$ cat config.mk
export PLATFORM = sky130hd
export DESIGN_NAME = timer_sequencer_flat
export DESIGN_NICKNAME = d
export VERILOG_FILES = /design/src/rtl/timer_pkg.sv /design/src/rtl/timer_sequencer_if.sv /design/src/rtl/timer_sequencer_clock_divider.sv /design/src/rtl/timer_sequencer.sv /design/src/flat_wrapper.sv
export SDC_FILE = /design/constraint.sdc
export NUM_CORES = 1
export LEC_CHECK = 0
export CORE_MARGIN = 3
export CORE_UTILIZATION = 60
export CTS_CLUSTER_DIAMETER = 150
export CTS_CLUSTER_SIZE = 12
export DETAILED_ROUTE_END_ITERATION = 7
export HOLD_SLACK_MARGIN = 0.15
export PLACE_DENSITY = 0.81
export SLEW_MARGIN = 20
export SYNTH_ARGS = -nofsm -noshare
export SYNTH_HDL_FRONTEND = slang
export SYNTH_SLANG_ARGS = --single-unit
$ cat constraint.sdc
create_clock -name clock -period 5.25 [get_ports clock]
set_input_delay 1.3125 -clock clock [delete_from_list [all_inputs] [get_ports clock]]
set_output_delay 1.3125 -clock clock [all_outputs]
set_load 0.02 [all_outputs]
$ cat src/rtl/timer_pkg.sv
// Shared constants and types for the anti-theft timer slice.
package timer_pkg;

  localparam int unsigned TIME_W = 4;

  typedef logic [TIME_W-1:0] time_t;

  typedef enum logic [1:0] {
    INT_ARM    = 2'b00,
    INT_DRIVER = 2'b01,
    INT_PASS   = 2'b10,
    INT_ALARM  = 2'b11
  } interval_t;

  typedef enum logic [1:0] {
    IDLE  = 2'd0,
    COUNT = 2'd1,
    DONE  = 2'd2
  } state_t;

  // Power-on durations in seconds, shared with the alarm FSM and siren generator.
  localparam time_t T_ARM_DEFAULT    = 4'd6;
  localparam time_t T_DRIVER_DEFAULT = 4'd8;
  localparam time_t T_PASS_DEFAULT   = 4'd15;
  localparam time_t T_ALARM_DEFAULT  = 4'd10;

endpackage

$ cat src/rtl/timer_sequencer_if.sv
// Control/status bundle between the alarm FSM side and the timer block.
interface timer_sequencer_if;
  import timer_pkg::*;

  logic        start_timer;
  logic [1:0]  interval;
  logic        reprogram;
  logic [1:0]  time_param_sel;
  time_t       time_value;
  logic        expired;
  logic        busy;
  time_t       value;
  logic        one_hz_enable;
  logic        two_hz_enable;

  modport master (
    output start_timer, interval, reprogram, time_param_sel, time_value,
    input  expired, busy, value, one_hz_enable, two_hz_enable
  );

  modport slave (
    input  start_timer, interval, reprogram, time_param_sel, time_value,
    output expired, busy, value, one_hz_enable, two_hz_enable
  );

endinterface

$ cat src/rtl/timer_sequencer_clock_divider.sv
// Free-running divider producing registered 1 Hz and 2 Hz enable strobes.
module clock_divider #(
  parameter int unsigned CLK_FREQ = 50_000_000
) (
  input  logic clock,
  input  logic reset,
  input  logic clear,
  output logic one_hz_enable,
  output logic two_hz_enable
);

  localparam int unsigned DIV_W = $clog2(CLK_FREQ);
  localparam logic [DIV_W-1:0] LAST = DIV_W'(CLK_FREQ - 1);
  localparam logic [DIV_W-1:0] HALF = DIV_W'(CLK_FREQ / 2 - 1);

  logic [DIV_W-1:0] div;
  logic [DIV_W-1:0] div_nxt;

  // Next divider value: clear wins, otherwise wrap at CLK_FREQ-1.
  always_comb begin
    div_nxt = div + 1'b1;
    if (clear) begin
      div_nxt = '0;
    end else if (div == LAST) begin
      div_nxt = '0;
    end
  end

  // Strobes are decoded from the next count so they are high in the same
  // cycle the divider holds the matching value, while still being registered.
  always_ff @(posedge clock or negedge reset) begin
    if (!reset) begin
      div           <= '0;
      one_hz_enable <= 1'b0;
      two_hz_enable <= 1'b0;
    end else begin
      div           <= div_nxt;
      one_hz_enable <= (div_nxt == LAST);
      two_hz_enable <= (div_nxt == LAST) || (div_nxt == HALF);
    end
  end

endmodule

$ cat src/rtl/timer_sequencer.sv
// Countdown timer with four programmable durations and 1 Hz / 2 Hz strobes.
module timer_sequencer
  import timer_pkg::*;
#(
  parameter int unsigned CLK_FREQ     = 50_000_000,
  parameter time_t       T_ARM_DEF    = T_ARM_DEFAULT,
  parameter time_t       T_DRIVER_DEF = T_DRIVER_DEFAULT,
  parameter time_t       T_PASS_DEF   = T_PASS_DEFAULT,
  parameter time_t       T_ALARM_DEF  = T_ALARM_DEFAULT
) (
  input logic               clock,
  input logic               reset,
  timer_sequencer_if.slave  bus
);

  state_t state;
  state_t state_nxt;
  time_t  count;
  time_t  count_nxt;
  time_t  param [4];
  logic   one_hz;
  logic   two_hz;
  logic   start_accepted;

  // A start coinciding with a reprogram is dropped, so it must not clear the divider.
  assign start_accepted = bus.start_timer && !bus.reprogram;

  clock_divider #(
    .CLK_FREQ (CLK_FREQ)
  ) u_div (
    .clock         (clock),
    .reset         (reset),
    .clear         (start_accepted),
    .one_hz_enable (one_hz),
    .two_hz_enable (two_hz)
  );

  // Duration registers; zero writes are rejected so a loaded count is never 0.
  always_ff @(posedge clock or negedge reset) begin
    if (!reset) begin
      param[0] <= T_ARM_DEF;
      param[1] <= T_DRIVER_DEF;
      param[2] <= T_PASS_DEF;
      param[3] <= T_ALARM_DEF;
    end else if (bus.reprogram && (bus.time_value != '0)) begin
      param[bus.time_param_sel] <= bus.time_value;
    end
  end

  // State and count registers.
  always_ff @(posedge clock or negedge reset) begin
    if (!reset) begin
      state <= IDLE;
      count <= '0;
    end else begin
      state <= state_nxt;
      count <= count_nxt;
    end
  end

  // Next state: reprogram beats start, start beats the 1 Hz tick.
  always_comb begin
    state_nxt = state;
    count_nxt = count;
    if (bus.reprogram) begin
      state_nxt = IDLE;
      count_nxt = '0;
    end else if (bus.start_timer) begin
      state_nxt = COUNT;
      count_nxt = param[bus.interval];
    end else if ((state == COUNT) && one_hz) begin
      if (count > 4'd1) begin
        count_nxt = count - 4'd1;
      end else begin
        count_nxt = '0;
        state_nxt = DONE;
      end
    end
  end

  // Outputs decode registered state only.
  always_comb begin
    bus.busy          = (state == COUNT);
    bus.expired       = (state == DONE);
    bus.value         = count;
    bus.one_hz_enable = one_hz;
    bus.two_hz_enable = two_hz;
  end

endmodule

$ cat src/flat_wrapper.sv
// flat-port wrapper written by rule: the top's interface ports become plain ports
module timer_sequencer_flat import timer_pkg::*;
#(
  parameter int unsigned CLK_FREQ     = 50_000_000,
  parameter time_t       T_ARM_DEF    = T_ARM_DEFAULT,
  parameter time_t       T_DRIVER_DEF = T_DRIVER_DEFAULT,
  parameter time_t       T_PASS_DEF   = T_PASS_DEFAULT,
  parameter time_t       T_ALARM_DEF  = T_ALARM_DEFAULT
)
  (clock, reset, bus_start_timer, bus_interval, bus_reprogram, bus_time_param_sel, bus_time_value, bus_expired, bus_busy, bus_value, bus_one_hz_enable, bus_two_hz_enable);
  timer_sequencer_if bus_i ();
  input logic clock;
  input logic reset;
  input wire logic [$bits(bus_i.start_timer)-1:0] bus_start_timer;
  input wire logic [$bits(bus_i.interval)-1:0] bus_interval;
  input wire logic [$bits(bus_i.reprogram)-1:0] bus_reprogram;
  input wire logic [$bits(bus_i.time_param_sel)-1:0] bus_time_param_sel;
  input wire logic [$bits(bus_i.time_value)-1:0] bus_time_value;
  output wire logic [$bits(bus_i.expired)-1:0] bus_expired;
  output wire logic [$bits(bus_i.busy)-1:0] bus_busy;
  output wire logic [$bits(bus_i.value)-1:0] bus_value;
  output wire logic [$bits(bus_i.one_hz_enable)-1:0] bus_one_hz_enable;
  output wire logic [$bits(bus_i.two_hz_enable)-1:0] bus_two_hz_enable;
  assign bus_i.start_timer = bus_start_timer;
  assign bus_i.interval = bus_interval;
  assign bus_i.reprogram = bus_reprogram;
  assign bus_i.time_param_sel = bus_time_param_sel;
  assign bus_i.time_value = bus_time_value;
  assign bus_expired = bus_i.expired;
  assign bus_busy = bus_i.busy;
  assign bus_value = bus_i.value;
  assign bus_one_hz_enable = bus_i.one_hz_enable;
  assign bus_two_hz_enable = bus_i.two_hz_enable;
  timer_sequencer #(.CLK_FREQ(CLK_FREQ), .T_ARM_DEF(T_ARM_DEF), .T_DRIVER_DEF(T_DRIVER_DEF), .T_PASS_DEF(T_PASS_DEF), .T_ALARM_DEF(T_ALARM_DEF)) u_core (.clock(clock), .reset(reset), .bus(bus_i));
endmodule
==> results <==
- The analysis attributes to cell leakage a power of 1.23 nW.
- Buffers placed on the I/O ports in this run total 19.
- The number of iterations in the first detailed-routing pass is 4.
- Setup violations remaining at the end of the flow were counted as 0.
- The via count of the first global-routing pass was 2,022.
- The largest buffer count on any clock path is 2.
- The routing usage on met2 is 33.2%.
- Max-cap violations in this run came to 0.
- By area the synthesized netlist is led by sky130_fd_sc_hd__dfrtp_1, sky130_fd_sc_hd__dfstp_2, sky130_fd_sc_hd__mux2_2, sky130_fd_sc_hd__nor2_1, sky130_fd_sc_hd__xnor2_1.
- The area used by multi-input combinational logic is 1420 µm².
- The floorplan die area is 5450 µm².
- In the final timing run, aggregate negative setup slack is 0 ns.
- The class of the tightest hold or removal check is reg2reg.
- After layout, the worst path uses 60.8% of the clock period.
- The critical path is of the in2reg type.
- The met1 layer usage reported by global route is 35.1%.
- The worst-case clock skew is 0.0149 ns.
- The run finished with clean final reports.
- After global routing the overflow that remains totals 0.
- The number of distinct library cells after synthesis is 49.
- The floorplan has 24 rows.
- Entering global routing, the biggest net connects 51 pins.
- The area share of the largest cell type after synthesis is 37.2%.
- The synthesized design contains 50 register bits.
- The finished layout holds 341 standard cells, fillers aside.
- The region available for standard cell placement spans 4380 µm².
- The mux contribution to synthesized area is 10.2%.
- The complex-gate fraction of the synthesized area is 7.21%.
- The fraction of registers with async set/reset is 100%.
- The signal on the critical path passes through clkdlybuf4s50_1 -> nor2b_1 -> a31o_2 -> nor2_1 -> and4_1 -> o211ai_1 -> nor2_1.
- The chip height is 73.8 µm.
- The number of violations reported at the end of detailed-routing iteration 0 is 162.
- The number of hold buffers added after cts is 0.
- The share of the synthesized netlist area taken by xor and xnor gates is 7.89%.
- The antenna cell count is 0.
- After synthesis, flip-flops and latches occupy 45.7% of the total area.
- Static timing analysis puts the maximum clock frequency at 313 MHz.
- Summing every instance area after synthesis gives 2760 µm².
- Of all nets on the critical path, the largest fanout is 24.
- Data on the critical path arrives at its endpoint at 3.40 ns.
- The final-stage net count is 303.
- The fill cell instance count of the final layout is 339.
- A synthesized cell averages 10.1 µm².
- The count of final max-slew check failures was 0.
- Clock latency on the worst-skew pair, taken at its later pin, is 0.31 ns.
- The number of warning messages in the yosys log is 0.
- Dividing the detail-routed via count by the number of cells gives 6.12.
- The total number of H-tree levels is 2.
- Setup repair after global routing left no endpoint under its margin.
- The worst setup path is captured at a flip-flop.
- In this run the clock root is driven by a sky130_fd_sc_hd__clkbuf_8.
- The first-pass GRT wire length is 9.80 mm.
- The final hold violation count is 0.
- Detailed routing inserted a total of 2,086 vias.
- The top flip-flop cell by instance count after synthesis is sky130_fd_sc_hd__dfrtp_1.
- Once the clock tree was built, the setup fixing pass inserted 0 buffers.
- The minimum hold slack is 0.523 ns.
- The number of placed instances, taps included, is 333.
- The count of boundary I/O pins is 20.
- The dominant cell type by count on the critical path is sky130_fd_sc_hd__nor2_1.
- The max-slew headroom at the worst pin is 45.4%.
- After synthesis, the largest family of logic cells by area is simple AND/OR/NAND/NOR gates.
- For this design the ratio of total power to cell area is 293 nW/µm².
- The largest area contributor in the netlist is sky130_fd_sc_hd__dfrtp_1.
- The synthesis-to-layout area growth is 10.9%.
- In the global route stage, overall resource usage came out at 23.3%.
- Across the VDD grid, the largest voltage drop is 0.259 mV.
- The simple-gate portion of the synthesized area is 24.7%.
- The worst path meets setup with 2.06 ns of slack.
- The number of buffers added by the clock tree synthesis step is 5.
- The number of antenna violations at the first check in global routing is 0.
- The clock drives 50 sinks.
- The adder-cell share of the synthesized area is 1.36%.
- The delay of the slowest critical-path stage is 0.53 ns.
- The synthesized net count is 289.
- Registers take 1260 µm².
- The busiest metal layer after global routing is met1.
- The global-route track usage on met3 is 4.51%.
- Routability-driven placement finished with a final weighted congestion of 0.933.
- The shortest clock period the worst path allows after layout is 3.19 ns.
- Post-CTS repair changed the size of 0 cells.
- At the placement stage, the worst setup path has a slack of 1.72 ns.
- After detailed routing, the total wire length is 5.59 mm.
- The clock tree from TritonCTS is done.
- The number of DRC violations after detailed routing is 0.
- The most frequently used cell type in the post-synthesis netlist is sky130_fd_sc_hd__nor2_1.
- The library cell contributing the largest single delay on the critical path is sky130_fd_sc_hd__a31o_2.
- Clock-pin slew was measured on the worst setup and hold paths at 0.10 ns.
- The proportion of layout cells with a drive suffix above 1 is 15.2%.
- The startpoint type of the worst setup path is a primary input.
- The placed wire-length estimate after detailed placement is 3.97 mm.
- For this configuration, the core starts out at a cell density of 63.0%.
- The data required time at the worst endpoint is 5.45 ns.
- At the pin with the least slew margin, the transition time is 0.813 ns.
- After detailed routing, the average wire length per cell comes to 16.4 µm.
- The die boundary width is 73.8 µm.
- The synthesized design contains 0 enable-type register cells.
- Once detail routing completed, the nets flagged for antenna violations numbered 0.
- The count of mapped cells out of synthesis is 274.
- Overall power consumption after layout is estimated at 897 µW.
- The commonest cells after synthesis are sky130_fd_sc_hd__nor2_1, sky130_fd_sc_hd__dfrtp_1, sky130_fd_sc_hd__nand2_1.
## cells by family after synthesis
family          count (synthesis)
mux                            21
xor+xnor                       24
flops                          50
fa+ha+maj                       3
simple gates                  128
compound gates                 31
buf+inv                        17
## per-layer routing
metal,vias to the layer above,wire length [µm]
met5,-,0
met4,0,113
li1,992,-
met2,69,2490
met1,1014,2640
met3,11,350
## power breakdown
part | leakage, nW | internal (mW) | total, mW | switching [mW]
Combinational | 0.539 | 0.0788 | 0.151 | 0.0722
Sequential | 0.642 | 0.438 | 0.476 | 0.0381
Clock | 0.0514 | 0.142 | 0.270 | 0.128
Total | 1.23 | 0.659 | 0.897 | 0.239
## flip-flops by register name, indices dropped and copies added (netlist names)
signal / cells
u_core.bus.value: 4
u_core.param: 16
u_core.state: 2
u_core.u_div.div: 26
u_core.u_div.one_hz_enable: 1
u_core.u_div.two_hz_enable: 1
## metrics by stage
| stage | util (%) | cell area (µm²) |
|---|---|---|
| 3_5_place_dp | 67.2 | 2950 |
| 4_1_cts | 69.7 | 3060 |
| 3_3_place_gp | 67.2 | 2950 |
| 2_1_floorplan | - | 2760 |
| 6_report | 69.8 | 3060 |
| 5_1_grt | 69.8 | 3060 |
## path summary, 6_finish.rpt
path	start	endpoint	slack [ns]	cells past startpoint
setup / recovery	bus_start_timer	u_core.u_div.one_hz_enable	2.06	7
hold / removal	u_core.state[0]	u_core.state[0]	0.52	1
max in group asynchronous	reset	u_core.param[2]	3.81	1
hold reg to reg	u_core.state[0]	u_core.state[0]	0.52	1
setup reg to reg	u_core.u_div.div[3]	u_core.u_div.two_hz_enable	2.40	7
min in group asynchronous	reset	u_core.bus.value[2]	1.01	1
## critical path, delay by kind of cell
kind / cells / cell delay, ns
AND/OR/NAND/NOR: 4 / 0.93
AO/OA/AOI/OAI: 2 / 0.63
buffers and inverters: 1 / 0.52
## layout by cell type, fill, tap and decap left out, drive strengths merged, types with 4 or more instances in the layout
| master | instances |
|---|---|
| xor2 | 10 |
| nor3 | 7 |
| nor2b | 7 |
| nand3 | 15 |
| nand4 | 10 |
| inv | 5 |
| nor2 | 43 |
| dfrtp | 41 |
| clkdlybuf4s50 | 18 |
| xnor2 | 14 |
| mux4 | 4 |
| clkbuf | 6 |
| a21oi | 8 |
| nand2 | 21 |
| nor4 | 6 |
| o21ai | 9 |
| mux2 | 17 |
| dfstp | 9 |
## cell type report
class	count	area share, %
well taps	52	2.13
multi-input cells	207	46.3
repair buffers	19	6.13
inverters	5	0.613
clock buffers	6	2.37
clock inverters	2	1.23
flip-flops and latches	50	41.3
Power figures use the tool's default switching activity.
